<file path="config.mk">
export PLATFORM = sky130hd
export DESIGN_NAME = controle_movimento_raquetes
export DESIGN_NICKNAME = d
export VERILOG_FILES = /design/src/rtl/controle_movimento_raquetes.sv
export SDC_FILE = /design/constraint.sdc
export NUM_CORES = 1
export LEC_CHECK = 0
export ABC_AREA = 1
export ABC_CLOCK_PERIOD_IN_PS = 2150
export CAP_MARGIN = 20
export CORE_MARGIN = 10
export CORE_UTILIZATION = 59
export CTS_CLUSTER_DIAMETER = 40
export CTS_CLUSTER_SIZE = 24
export DETAILED_ROUTE_END_ITERATION = 16
export HOLD_SLACK_MARGIN = 0.02
export PLACE_DENSITY = 0.79
export REMOVE_ABC_BUFFERS = 1
export SLEW_MARGIN = 40
export SYNTH_ARGS = -nofsm -noshare
export SYNTH_HDL_FRONTEND = slang
export SYNTH_SLANG_ARGS = --single-unit
</file>
<file path="constraint.sdc">
create_clock -name clk -period 2.15 [get_ports clk]
set_clock_uncertainty 0.15 [all_clocks]
set_input_delay 0.43 -clock clk [delete_from_list [all_inputs] [get_ports clk]]
set_output_delay 0.43 -clock clk [all_outputs]
set_load 0.01 [all_outputs]
</file>
<file path="src/rtl/controle_movimento_raquetes.sv">
// Paddle move-command scheduler: synchronizes the four raw buttons, resolves
// conflicting presses and emits press / auto-repeat move pulses per player.
module controle_movimento_raquetes #(
    parameter int REPEAT_DELAY  = 3,
    parameter int REPEAT_PERIOD = 2,
    parameter int CNT_W         = 8
) (
    input  logic clk,
    input  logic reset,
    input  logic tick,
    input  logic enable,
    input  logic btn_dir_p1,
    input  logic btn_esq_p1,
    input  logic btn_dir_p2,
    input  logic btn_esq_p2,
    output logic mov_dir_p1,
    output logic mov_esq_p1,
    output logic mov_dir_p2,
    output logic mov_esq_p2,
    output logic repetindo_p1,
    output logic repetindo_p2
);

    typedef enum logic [1:0] {IDLE, DELAY, REPEAT} state_t;
    typedef enum logic [1:0] {CMD_NONE, CMD_R, CMD_L} cmd_t;

    localparam logic [CNT_W-1:0] DELAY_LOAD  = CNT_W'(REPEAT_DELAY);
    localparam logic [CNT_W-1:0] PERIOD_LOAD = CNT_W'(REPEAT_PERIOD);
    localparam logic [CNT_W-1:0] CNT_ONE     = CNT_W'(1);

    // Bit index is player number minus one.
    logic [1:0] dir_meta, esq_meta, dir_sync, esq_sync;

    // NOTE: sequential state uses non-blocking assignments so every flop
    // samples the pre-edge value of its neighbours, which is what makes the
    // two synchronizer stages behave as two separate stages.
    always_ff @(posedge clk) begin
        if (reset) begin
            dir_meta <= '0;
            esq_meta <= '0;
            dir_sync <= '0;
            esq_sync <= '0;
        end else begin
            dir_meta <= {btn_dir_p2, btn_dir_p1};
            esq_meta <= {btn_esq_p2, btn_esq_p1};
            dir_sync <= dir_meta;
            esq_sync <= esq_meta;
        end
    end

    for (genvar p = 0; p < 2; p++) begin : g_player
        cmd_t             cmd;
        cmd_t             dir, dir_nxt;
        state_t           state, state_nxt;
        logic [CNT_W-1:0] cnt, cnt_nxt;
        logic             pulse_dir_nxt, pulse_esq_nxt;
        logic             mov_dir_q, mov_esq_q, repetindo_q;

        always_comb begin
            case ({dir_sync[p], esq_sync[p]})
                2'b10:   cmd = CMD_R;
                2'b01:   cmd = CMD_L;
                default: cmd = CMD_NONE;
            endcase
        end

        // NOTE: every signal assigned here gets a default first, so no path
        // through the case leaves one unassigned and no latch is inferred.
        always_comb begin
            state_nxt     = state;
            dir_nxt       = dir;
            cnt_nxt       = cnt;
            pulse_dir_nxt = 1'b0;
            pulse_esq_nxt = 1'b0;
            case (state)
                IDLE: begin
                    if (enable && cmd != CMD_NONE) begin
                        pulse_dir_nxt = (cmd == CMD_R);
                        pulse_esq_nxt = (cmd == CMD_L);
                        dir_nxt       = cmd;
                        cnt_nxt       = DELAY_LOAD;
                        state_nxt     = DELAY;
                    end
                end
                DELAY, REPEAT: begin
                    // Leaving wins over a coincident tick: no pulse on exit.
                    if (cmd != dir || !enable) begin
                        state_nxt = IDLE;
                    end else if (tick) begin
                        if (cnt == CNT_ONE) begin
                            pulse_dir_nxt = (dir == CMD_R);
                            pulse_esq_nxt = (dir == CMD_L);
                            cnt_nxt       = PERIOD_LOAD;
                            state_nxt     = REPEAT;
                        end else begin
                            cnt_nxt = cnt - CNT_ONE;
                        end
                    end
                end
                default: state_nxt = IDLE;
            endcase
        end

        always_ff @(posedge clk) begin
            if (reset) begin
                state        <= IDLE;
                dir          <= CMD_NONE;
                cnt          <= '0;
                mov_dir_q    <= 1'b0;
                mov_esq_q    <= 1'b0;
                repetindo_q  <= 1'b0;
            end else begin
                state        <= state_nxt;
                dir          <= dir_nxt;
                cnt          <= cnt_nxt;
                mov_dir_q    <= pulse_dir_nxt;
                mov_esq_q    <= pulse_esq_nxt;
                repetindo_q  <= (state_nxt == REPEAT);
            end
        end
    end

    assign mov_dir_p1   = g_player[0].mov_dir_q;
    assign mov_esq_p1   = g_player[0].mov_esq_q;
    assign repetindo_p1 = g_player[0].repetindo_q;
    assign mov_dir_p2   = g_player[1].mov_dir_q;
    assign mov_esq_p2   = g_player[1].mov_esq_q;
    assign repetindo_p2 = g_player[1].repetindo_q;

    // Zero delay/period would never fire; values must also fit in cnt.
    param_range_ok: assert property (@(posedge clk)
        (REPEAT_DELAY >= 1) && (REPEAT_DELAY < (1 << CNT_W)) &&
        (REPEAT_PERIOD >= 1) && (REPEAT_PERIOD < (1 << CNT_W)));

    pulses_exclusive: assert property (@(posedge clk)
        !(mov_dir_p1 && mov_esq_p1) && !(mov_dir_p2 && mov_esq_p2));

endmodule

</file>
Word-level counts from Yosys, hierarchy flattened. Cells that the tools add are included.

$add $sub $neg: 2. Equal/unequal tests: 28. Multiplexer cells: 42. Reduce and logical (&&, ||, !) cells: 17.

Operators by type and width (count): 8-bit two-way mux (8); 8-bit case mux with 2 select lines (2); 2-bit equality test (second input constant) (10); 2-bit by 1-bit equality test with 1-bit output (second input constant) (8); 8-bit by 1-bit equality test with 1-bit output (second input constant) (2); 1-bit two-way mux (16); 2-bit two-way mux (8); 2-bit case mux with 2 select lines (4); 8-bit by 1-bit subtractor with 8-bit output (second input constant) (2); 2-bit != test (second input constant) (6); 1-bit case mux with 2 select lines (4); 4-bit AND reduction (2); 2-bit nonzero test (4); 2-bit zero test (2); 2-bit != test (2); 2-bit AND reduction (2); 2-bit OR reduction (2); 1-bit logical AND (2); 1-bit logical OR (2); 1-bit zero test (1).

Register bits after elaboration: 38. Bits of input ports: 8. Word-level logic and storage cells: 105.

Longest topological paths before layout. Gate-level depths: netlist of run 1.

Depth in word-level cells: 7. Depth in mapped cells: 11.

Worst setup path before layout of run 1. No wires, ideal clock.

Path kind: register to register. From: reg g_player[0].state[0]. To: reg g_player[0].cnt[6]. Arrival: 1382 ps. Data required time: 1887 ps. Path slack: 505 ps. Stages on the path, launching flop included: 11. Path buffers: 1. Period minus slack after synthesis: 1645 ps. Cell sequence: dfxtp_1 -> inv_1 -> ha_1 -> inv_2 -> nand2_1 -> and2_1 -> buf_4 -> nand2_4 -> nand2_1 -> nand2_1 -> nor2_1.

Cells in the longest elaborated chain, start to end: 4.

Ends and longest elaborated chain: start, declared (line 54) `state_t state, state_nxt;`; start signal, assigned (line 113) `state <= state_nxt;`; 2-bit by 1-bit equality test with 1-bit output or 2-bit equality test (tied branches) (line 75) `case (state)`; 2-bit OR reduction (line 75); 2-bit != test (no line) or 2-bit nonzero test (tied branches); 4-bit AND reduction (no line); end signal, assigned (line 115) `cnt <= cnt_nxt;`; end, declared (line 55) `logic [CNT_W-1:0] cnt, cnt_nxt;`.

Parallel ways exist; a longest one is shown, timed or not. A chain may end at the register's enable or synchronous reset.

Worst setup path in the final report of run 1.
From: reg g_player[0].state[1]. To: reg g_player[0].cnt[5].

Same word-level chain as after synthesis.

==> flow_summary_export.csv, run 1 <==
group,metric,value,unit
clock_network,cts_made_buffers,5,
global_routing,antenna_found_initial,0,
logic_synthesis,yosysSeqAreaShare,33.8,%
layout,diodes,0,
outcome,status,"finished clean",
drt,drt_first_pass_iters,4,
worst_setup_path,crit_fanout,8,
clock_network,cts-root-buf,"clkbuf_8",
floorplan,ios,14,
timing,relSlewSlack,66.1,%
logic_synthesis,synth_cell_types,28,
timing,rsz0062_at_grt,"false",
global_routing,grt_overflow,0,
placed_design,hpwl,3210,um
run,cap_violations,0,
power_and_ir_drop,irDropWorstVdd,0.513,mV
global_routing,grt_pass1_wl,7330,um
worst_setup_path,critPathCaptureType,"flip-flop",
layout,postLayoutCoreUtil,69.2,%
hold_path,hold_path_class,"flip-flop to flip-flop",
logic_synthesis,yosys_register_bits,38,
drt,drt_wl_total,4230,um
worst_setup_path,cpMostUsedCell,"nand2_1",
drt,drtAntennaViolNets,0,
floorplan,die_x,81.8,um
worst_setup_path,r2r_end,"g_player[0].cnt[5]",
clock_network,clk_pin_slew,70,ps
worst_setup_path,crit_slowest_cell,"ha_1",
worst_setup_path,worst_setup_path_start_kind,"flip-flop",
drt,vias,2022,
power_and_ir_drop,power_density,704,nW/um^2
timing,fin_crit,1850,ps
logic_synthesis,synth_top_cell_by_area,"dfxtp_1",
timing,worst_pin_slew,508,ps
floorplan,fp.coreArea,3690,um^2
clock_network,cts_buffer_depth,2,
timing,setup_viol,0,
layout,layout-drive-gt1-share,8.56,%
clock_network,cts_resized,0,
clock_network,htree_levels,2,
clock_network,clk_latency,290,ps
layout,final_common_cell,"nand2_1",
global_routing,grt_pass1_vias,1828,
logic_synthesis,syn_area_per_cell,6.57,um^2
worst_setup_path,r2r_setup_slack,300,ps
drt,via_per_inst,4.93,
hold_path,holdPathStages,2,
logic_synthesis,synthTopCellsByArea,"dfxtp_1 (34%), nand2_1 (14%), inv_1 (9.7%)",
layout,final_cell_mix,"nand2_1 (83), inv_1 (58), nor2_1 (55), dfxtp_1 (38), a21oi_1 (23)",
clock_network,cts.sinks,38,
worst_setup_path,critPathMaxStageDelay,410,ps
power_and_ir_drop,p_leak,1.22,nW
logic_synthesis,yosysTopAreaCellShare,33.8,%
layout,syn_to_final_growth,13.3,%
timing,finalSetupTns,0,ps
worst_setup_path,r2r_start,"g_player[0].state[1]",
floorplan,die_h,81.8,um
timing,max_freq,540,MHz
floorplan,placementRows,22,
timing,finalHoldViolations,0,
timing,drv_slew,0,
logic_synthesis,synth_cells,343,
power_and_ir_drop,p_total,1.80,mW
floorplan,die_area,6690,um^2
drt,drc,0,
clock_network,tritoncts,"done",
floorplan,initial_core_util,61.1,%
worst_setup_path,worst_ep_required_time,2220,ps
hold_path,worstHoldEndpoint,"esq_sync[0]",
global_routing,grt_max_degree,19,
clock_network,cts_setup_buffers,0,
placed_design,io_buffers,13,
worst_setup_path,cp_cell_sequence,"inv_1, ha_1, inv_2, nand2_1, and2_1, nand2_4, nand2_1, nand2_1, nor2_1",
worst_setup_path,cp.arrival,1930,ps
hold_path,holdCritStartpoint,"esq_meta[0]",
drt,wire_per_inst,10.3,um
global_routing,grt_usage,13.6,%
clock_network,holdBufCountCts,0,
drt,drtIter0Drc,99,
layout,nets,384,
timing,finalCritPeriodShare,86.1,%
worst_setup_path,path_class,"flip-flop to flip-flop",
placed_design,place.gp.congestion,0.870,
worst_setup_path,r2r_cells,9,
logic_synthesis,synth_warnings,0,
logic_synthesis,netlist_area,2250,um^2
cell usage after synthesis:
library cell and n:
o21bai_1 1, xnor2_1 2, nor3_1 5, nand2_4 4, o21ai_0 7, nor2_2 5
nor2_4 2, xor2_1 2, buf_1 1, nor2_1 55, o21ai_1 1, nor2_8 1
ha_1 14, nand3_1 22, a21oi_2 1, nand4_1 5, nand2_1 83, inv_1 58
a21oi_1 23, inv_2 4, a21oi_4 1, nand2_2 3, and2_1 1, dfxtp_1 38
o21a_1 1, clkbuf_1 1, buf_4 1, buf_6 1
registers in the layout, summed over array words and instances, names as in the netlist:
signal / flops
dir_meta: 2
dir_sync: 2
esq_meta: 2
esq_sync: 2
g_player.cnt: 16
g_player.dir: 4
g_player.state: 4
mov_dir_p1: 1
mov_dir_p2: 1
mov_esq_p1: 1
mov_esq_p2: 1
repetindo_p1: 1
repetindo_p2: 1
cell families after synthesis:
family | share of synthesized area [%]
xor+xnor | 1.55
flops | 33.8
fa+ha+maj | 7.77
compound gates | 8.66
buf+inv | 11.5
simple gates | 36.8
critical path: cells and delay by family (launching register included):
kind / cells / cell delay (ps)
simple gates: 6 / 710
fa+ha+maj: 1 / 410
flops: 1 / 360
buf+inv: 2 / 150
metrics by stage:
step                cell area [um^2]  hold WS [ps]  setup WS (ps)  instances
floorplan                       2230           238            509        339
global placement                2440           239            141        403
detailed placement              2440           246            117        403
CTS                             2550           257            304        410
global route                    2550           275            125        410
finish                          2550           251            298        410
final cells by class:
cell class              instances  area, um^2
flip-flops and latches         38         761
fillers                       333        1140
repair buffers                 16         153
multi-input cells             239        1230
clock buffers                   6        82.6
clock inverters                 1        30.0
well taps                      48        60.1
inverters                      62         233
where the power goes:
part,internal (mW),switching [mW],leakage (nW)
clock,0.371,0.235,0.0573
combinational,0.156,0.256,0.852
sequential,0.745,0.0340,0.310
total,1.27,0.525,1.22
per-layer routing:
metal  track usage, %  wire (um)
met4             5.44         44
met5                0          0
met2             22.6       1950
met3             4.59        226
met1             15.7       2010
worst max-delay path by stage:
stage	start	end	slack (ps)	cells after the start
2_1_floorplan	g_player[0].state[0]	g_player[0].cnt[5]	510	8
3_3_place_gp	enable	g_player[0].cnt[6]	140	7
3_5_place_dp	enable	g_player[0].cnt[5]	120	8
4_1_cts	g_player[0].state[1]	g_player[0].cnt[5]	300	9
5_1_grt	g_player[0].state[1]	g_player[0].cnt[5]	120	9
6_report	g_player[0].state[1]	g_player[0].cnt[5]	300	9
Power figures use the tool's default switching activity.
==> run 2: changes to the inputs <==
--- a/config.mk
+++ b/config.mk
@@ -10,7 +10,7 @@
 export CAP_MARGIN = 20
 export CORE_MARGIN = 10
 export CORE_UTILIZATION = 59
-export CTS_CLUSTER_DIAMETER = 40
+export CTS_CLUSTER_DIAMETER = 150
 export CTS_CLUSTER_SIZE = 24
 export DETAILED_ROUTE_END_ITERATION = 16
 export HOLD_SLACK_MARGIN = 0.02
==> results of run 2 <==
Same layout as run 1: the final DEF is identical, and so are final timing and power.
==> run 3: changes to the inputs <==
--- a/config.mk
+++ b/config.mk
@@ -20,3 +20,4 @@
 export SYNTH_ARGS = -nofsm -noshare
 export SYNTH_HDL_FRONTEND = slang
 export SYNTH_SLANG_ARGS = --single-unit
+export TNS_END_PERCENT = 1
==> results of run 3 <==
Same layout as run 1: the final DEF is identical, and so are final timing and power.
==> patch 1: new RTL, settings of run 1 <==
Make the reset (`reset`) asynchronous in 2 clocked blocks.
--- a/src/rtl/controle_movimento_raquetes.sv
+++ b/src/rtl/controle_movimento_raquetes.sv
@@ -35,5 +35,5 @@
     // samples the pre-edge value of its neighbours, which is what makes the
     // two synchronizer stages behave as two separate stages.
-    always_ff @(posedge clk) begin
+    always_ff @(posedge clk or posedge reset) begin
         if (reset) begin
             dir_meta <= '0;
@@ -102,5 +102,5 @@
         end
 
-        always_ff @(posedge clk) begin
+        always_ff @(posedge clk or posedge reset) begin
             if (reset) begin
                 state        <= IDLE;
Formal check against the unedited RTL: differs if reset is asserted again (counterexample within 4 cycles, from zero or initial values and one cycle with reset high); with reset held inactive, the same outputs for 10 cycles.
==> patch 1 against run 1 <==
- final area decreased by 1.9%
- sequential cell count unchanged
- routed wire length decreased by 10%
- area after synthesis decreased by 2.9%
- worst setup slack got worse by 0.023 ns
- sequential share of layout area increased by 8.2 points
- first-iteration DRC count decreased by 23%
- fmax decreased by 1.2%
- critical path type unchanged
Power is not compared: it rests on default switching activity, and its combinational part moved more than twofold at a synthesized area within 25%.
==> patch 1: results (changes against run 1) <==
[clocking]
cts_max_path_buffers = 2  ; unchanged
cts_resized = 0  ; unchanged
htreeDepth = 2  ; unchanged
postCtsSetupBuffers = 0  ; unchanged
cts_buffers = 5  ; unchanged
root_buffer = clkbuf_8  ; unchanged
clock_latency_ns = 0.29  ; about the same
cts.clk_slew.worst_paths_ns = 0.07  ; about the same

[setup_path]
critPathArrivalTime_ns = 1.89  ; was 1.93 ns
worstPathMaxFanout = 16  ; was 8
critPathSlowestCell = dfrtp_1  ; was ha_1
max_stage_delay_ns = 0.39  ; was 0.41 ns

[layout]
diodes = 0  ; unchanged
drive_gt1_share_pct = 10.3  ; was 8.56%
n_fill_cell = 291  ; was 333
reg_top3 = g_player.cnt: 16 flops, g_player.dir: 4 flops, g_player.state: 4 flops  ; unchanged
nNetsFinal = 325  ; was 384

[grt]
grt_pass1_wl_mm = 6.53  ; was 7.33 mm
grt_pass1_vias = 1580  ; was 1,828
grt_max_degree = 39  ; was 19
grtUsageTotal_pct = 12.6  ; was 13.6%
antenna_found_initial = 0  ; unchanged

[place]
routabilityCongestion = 0.818  ; was 0.870
dp.final_hpwl_mm = 2.88  ; was 3.21 mm
port_buffers = 13  ; unchanged

[logic_synthesis]
synth.area.top_cells = dfrtp_1, nand2_1, ha_1  ; was dfxtp_1, nand2_1, inv_1
synth_common_cells = nand2_1, inv_1, dfrtp_1  ; was nand2_1, inv_1, nor2_1
ys_seq_area_share_pct = 43.5  ; was 33.8%
async_reset_ff_share_pct = 100  ; was 0%
synth_warnings = 0  ; unchanged
synth_cell_types = 26  ; was 28

[run_status]
status = finished clean  ; unchanged

[power]
p_int_w = 0.00172
max-vdd-ir-drop_mv = 0.625
p_leak_nw = 1.34

[detailed_routing]
vias = 1709  ; was 2,022
drtIter0Drc = 76  ; was 99
drtPass1Iterations = 4  ; unchanged
wl_per_cell_um = 10.8  ; was 10.3 um

[hold_path]
hold_class = reg2reg  ; unchanged

[timing]
worst_pin_slew_ns = 0.449  ; was 0.508 ns

[patch 1: worst paths after layout]
path	startpoint	to	slack, ns	cells past startpoint
setup / recovery	g_player[1].state[1]	g_player[1].cnt[7]	0.27	7
hold / removal	dir_meta[0]	dir_sync[0]	0.20	0
setup reg to reg	g_player[1].state[1]	g_player[1].cnt[7]	0.27	7
hold reg to reg	dir_meta[0]	dir_sync[0]	0.20	0
max in group asynchronous	reset	g_player[0].state[1]	1.14	3
min in group asynchronous	reset	esq_meta[0]	0.39	3
[patch 1: cell families (layout without fill, tap and decap cells)]
group | count (synthesis) | after routing | share of synthesized area, %
AND/OR/NAND/NOR | 136 | 136 | 26.6
buffers and inverters | 50 | 75 | 9.27
flip-flops | 38 | 38 | 43.5
AO/OA/AOI/OAI | 30 | 30 | 8.70
adder cells (fa/ha/maj) | 16 | 16 | 9.15
XOR/XNOR | 7 | 7 | 2.80
[patch 1: power by group through the flow]
| stage | Sequential (W) | Combinational, W | Clock, W |
|---|---|---|---|
| after CTS | 0.00105 | 0.00148 | 0.000511 |
| after global placement | 0.00105 | 0.00143 | 0 |
| after floorplan | 0.00102 | 0.00115 | 0 |
| final | 0.00105 | 0.00147 | 0.000495 |
| after global routing | 0.00107 | 0.00170 | 0.000539 |
| after detailed placement | 0.00105 | 0.00146 | 0 |
[patch 1: critical path: cells and delay by family (launching register included)]
kind	cells	cell delay, ns
compound gates	2	0.24
flops	1	0.39
simple gates	2	0.38
fa+ha+maj	1	0.37
buf+inv	2	0.21
[patch 1: metal layers]
metal | track usage (%) | vias up | part of all wire (%)
li1 | - | 906 | -
met1 | 14.7 | 776 | 48
met2 | 20.9 | 20 | 46
met3 | 4.30 | 7 | 4.4
met4 | 4.84 | 0 | 1.5
met5 | 0 | - | 0
[patch 1: per-stage QoR]
step,total power [W],instance area [um2],utilization (%),std cells,setup WS (ns)
finish,0.00301,2500,68.9,350,0.275
global placement,0.00248,2410,66.4,342,0.0570
detailed placement,0.00252,2410,66.4,342,0.0151
global route,0.00331,2500,68.9,350,0.140
floorplan,0.00217,2160,-,275,0.355
CTS,0.00304,2500,68.9,350,0.284
[patch 1: layout make-up]
type | instances | area, um2 | area share [%]
well taps | 48 | 60.1 | 2.40
clock inverters | 1 | 5.00 | 0.200
clock buffers | 7 | 86.3 | 3.45
inverters | 48 | 180 | 7.20
repair buffers | 19 | 188 | 7.50
flip-flops and latches | 38 | 951 | 38.0
multi-input cells | 189 | 1030 | 41.3
==> patch 2: new RTL, config.mk and constraints of run 1 <==
Without the edit above. The parameter `CNT_W` goes from 8 to 7.
--- a/src/rtl/controle_movimento_raquetes.sv
+++ b/src/rtl/controle_movimento_raquetes.sv
@@ -4,5 +4,5 @@
     parameter int REPEAT_DELAY  = 3,
     parameter int REPEAT_PERIOD = 2,
-    parameter int CNT_W         = 8
+    parameter int CNT_W         = 7
 ) (
     input  logic clk,
Check against the original RTL: no difference found for any inputs over 10 cycles, from zero or initial values and one cycle with reset high; that may be too few to reach the edited logic, so the function may still have changed.
==> patch 2 against run 1 <==
- via count is 9.6% lower
- fmax is 4.9% lower
- clock power is 11% lower
- total power is 12% lower
- routed wire length is 4.9% lower
- area after synthesis is 12% lower
- worst setup slack worse by 0.095 ns
- sequential cell count is 2 lower
- final area is 10% lower
- largest power group unchanged
==> patch 2: results (changes against run 1) <==
[run_status]
status = finished clean  ; unchanged

[grt]
grt_pass1_vias = 1704  ; was 1,828
use_met3_pct = 3.53  ; was 4.59%
grtUsageMet1_pct = 15.8  ; was 15.7%
use_met2_pct = 23.5  ; was 22.6%
grtUsageTotal_pct = 13.9  ; was 13.6%
antenna_found_initial = 0  ; unchanged
grt_max_degree = 12  ; was 19
grt_pass1_wl_mm = 7.15  ; was 7.33 mm

[clocking]
clock_latency_ns = 0.35  ; was 0.29 ns
cts_buffers = 5  ; unchanged
clock_sink_count = 36  ; was 38
postCtsSetupBuffers = 0  ; unchanged
cts_resized = 0  ; unchanged
htreeDepth = 2  ; unchanged
cts.clk_slew.worst_paths_ns = 0.11  ; was 0.07 ns
root_buffer = clkbuf_4  ; was clkbuf_8

[power]
p_leak_nw = 1.05  ; was 1.22 nW
max-vdd-ir-drop_mv = 0.327  ; was 0.513 mV

[setup_path]
r2r_slack_ns = 0.20  ; was 0.30 ns
cp_top_family = compound AO/OA/AOI/OAI gates  ; was simple AND/OR/NAND/NOR gates
worstReg2RegStart = g_player[0].state[1]  ; unchanged
critPathArrivalTime_ns = 2.04  ; was 1.93 ns
reg2regPathDepth = 7  ; was 9
max_stage_delay_ns = 0.42
reg2reg_to = g_player[0].cnt[1]  ; was g_player[0].cnt[5]

[hold_path]
hold_class = reg2reg  ; unchanged
worstHoldStart = dir_meta[1]  ; was esq_meta[0]

[detailed_routing]
drtPass1Iterations = 4  ; unchanged
drtIter0Drc = 104  ; was 99
m1WireLength_mm = 1.90  ; was 2.01 mm
wl_met2_mm = 1.90  ; was 1.95 mm
vias_per_cell = 5.06  ; was 4.93
wl_met3_um = 171  ; was 226 um
wl_per_cell_um = 11.1  ; was 10.3 um

[place]
dp.final_hpwl_mm = 2.99  ; was 3.21 mm
dp.cells = 353  ; was 403
routabilityCongestion = 0.868  ; was 0.870

[layout]
drive_gt1_share_pct = 9.52  ; was 8.56%
clk_share_pct = 4.15  ; was 4.41%
nNonClkInverters = 58  ; was 62
nNetsFinal = 334  ; was 384
multi_input_gates = 197  ; was 239
buffers_excl_clock = 16  ; unchanged
reg_top3 = g_player.cnt: 14 flops, g_player.dir: 4 flops, g_player.state: 4 flops  ; was g_player.cnt: 16 flops, g_player.dir: 4 flops, g_player.state: 4 flops
n_fill_cell = 293  ; was 333
clockBufferCount = 7  ; was 6
layoutNonFillerInstCount = 361  ; was 410
multi_input_area_share_pct = 45.6  ; was 48.3%
register_area_um2 = 721  ; was 761 um2
nonClkBufAreaFrac_pct = 6.67  ; was 5.98%

[flow_run]
cap_violations = 0  ; unchanged

[logic_synthesis]
synth.top_cell.area_share_pct = 36.2  ; was 33.8%
synth_common_cells = nand2_1, inv_1, nor2_1  ; unchanged
ys_seq_area_share_pct = 36.2  ; was 33.8%
synth_warnings = 0  ; unchanged
synth_cell_types = 32  ; was 28
avgSynthCellArea_um2 = 6.80  ; was 6.57 um2
synth.area.top_cells = dfxtp_1, nand2_1, inv_1  ; unchanged

[timing]
slew_headroom_pct = 70.4  ; was 66.1%

[patch 2: changes by cell type after synthesis, moves of 4 or more]
cell and delta:
inv_1 -4, a21oi_1 -4, nand2_1 -18, nor2_1 -12, nand3_1 -4
[patch 2: logic make-up (layout without fill, tap and decap cells)]
| family | count (synthesis) | in the layout | share of synthesized area, % |
|---|---|---|---|
| DFF | 36 | 36 | 36.2 |
| adders and majority gates | 12 | 12 | 7.53 |
| buffers and inverters | 60 | 82 | 11.4 |
| and+or+nand+nor | 148 | 148 | 33.0 |
| AOI/OAI and AO/OA | 33 | 33 | 10.2 |
| xor gates and xnor gates | 4 | 4 | 1.76 |
[patch 2: how the worst min path moves through the flow]
stage                     slack, ns  cells after the start          end
after floorplan                0.24                      2  dir_sync[0]
after global placement         0.24                      2  esq_sync[1]
after detailed placement       0.25                      2  dir_sync[1]
after CTS                      0.26                      2  dir_sync[1]
after global routing           0.28                      2  dir_sync[1]
final                          0.26                      2  dir_sync[1]
[patch 2: metrics by stage]
stage               cell area [um2]  util [%]  worst slack, ns
finish                         2290      69.2            0.203
global route                   2290      69.2           0.0773
CTS                            2290      69.2            0.226
detailed placement             2190      66.3           0.0477
global placement               2190      66.3            0.131
floorplan                      1980         -            0.482
[patch 2: where the power goes]
part | total [W] | internal [W] | switching (W)
registers | 0.000726 | 0.000700 | 0.0000260
clock network | 0.000541 | 0.000309 | 0.000232
logic | 0.000321 | 0.000120 | 0.000201
total | 0.00159 | 0.00113 | 0.000459
[patch 2: worst reg2reg max path, delay by kind of cell, from the launching register on]
kind	cells	cell delay, ns
AO/OA/AOI/OAI	2	0.46
AND/OR/NAND/NOR	3	0.35
flip-flops	1	0.39
adder cells (fa/ha/maj)	1	0.42
buffers and inverters	1	0.08
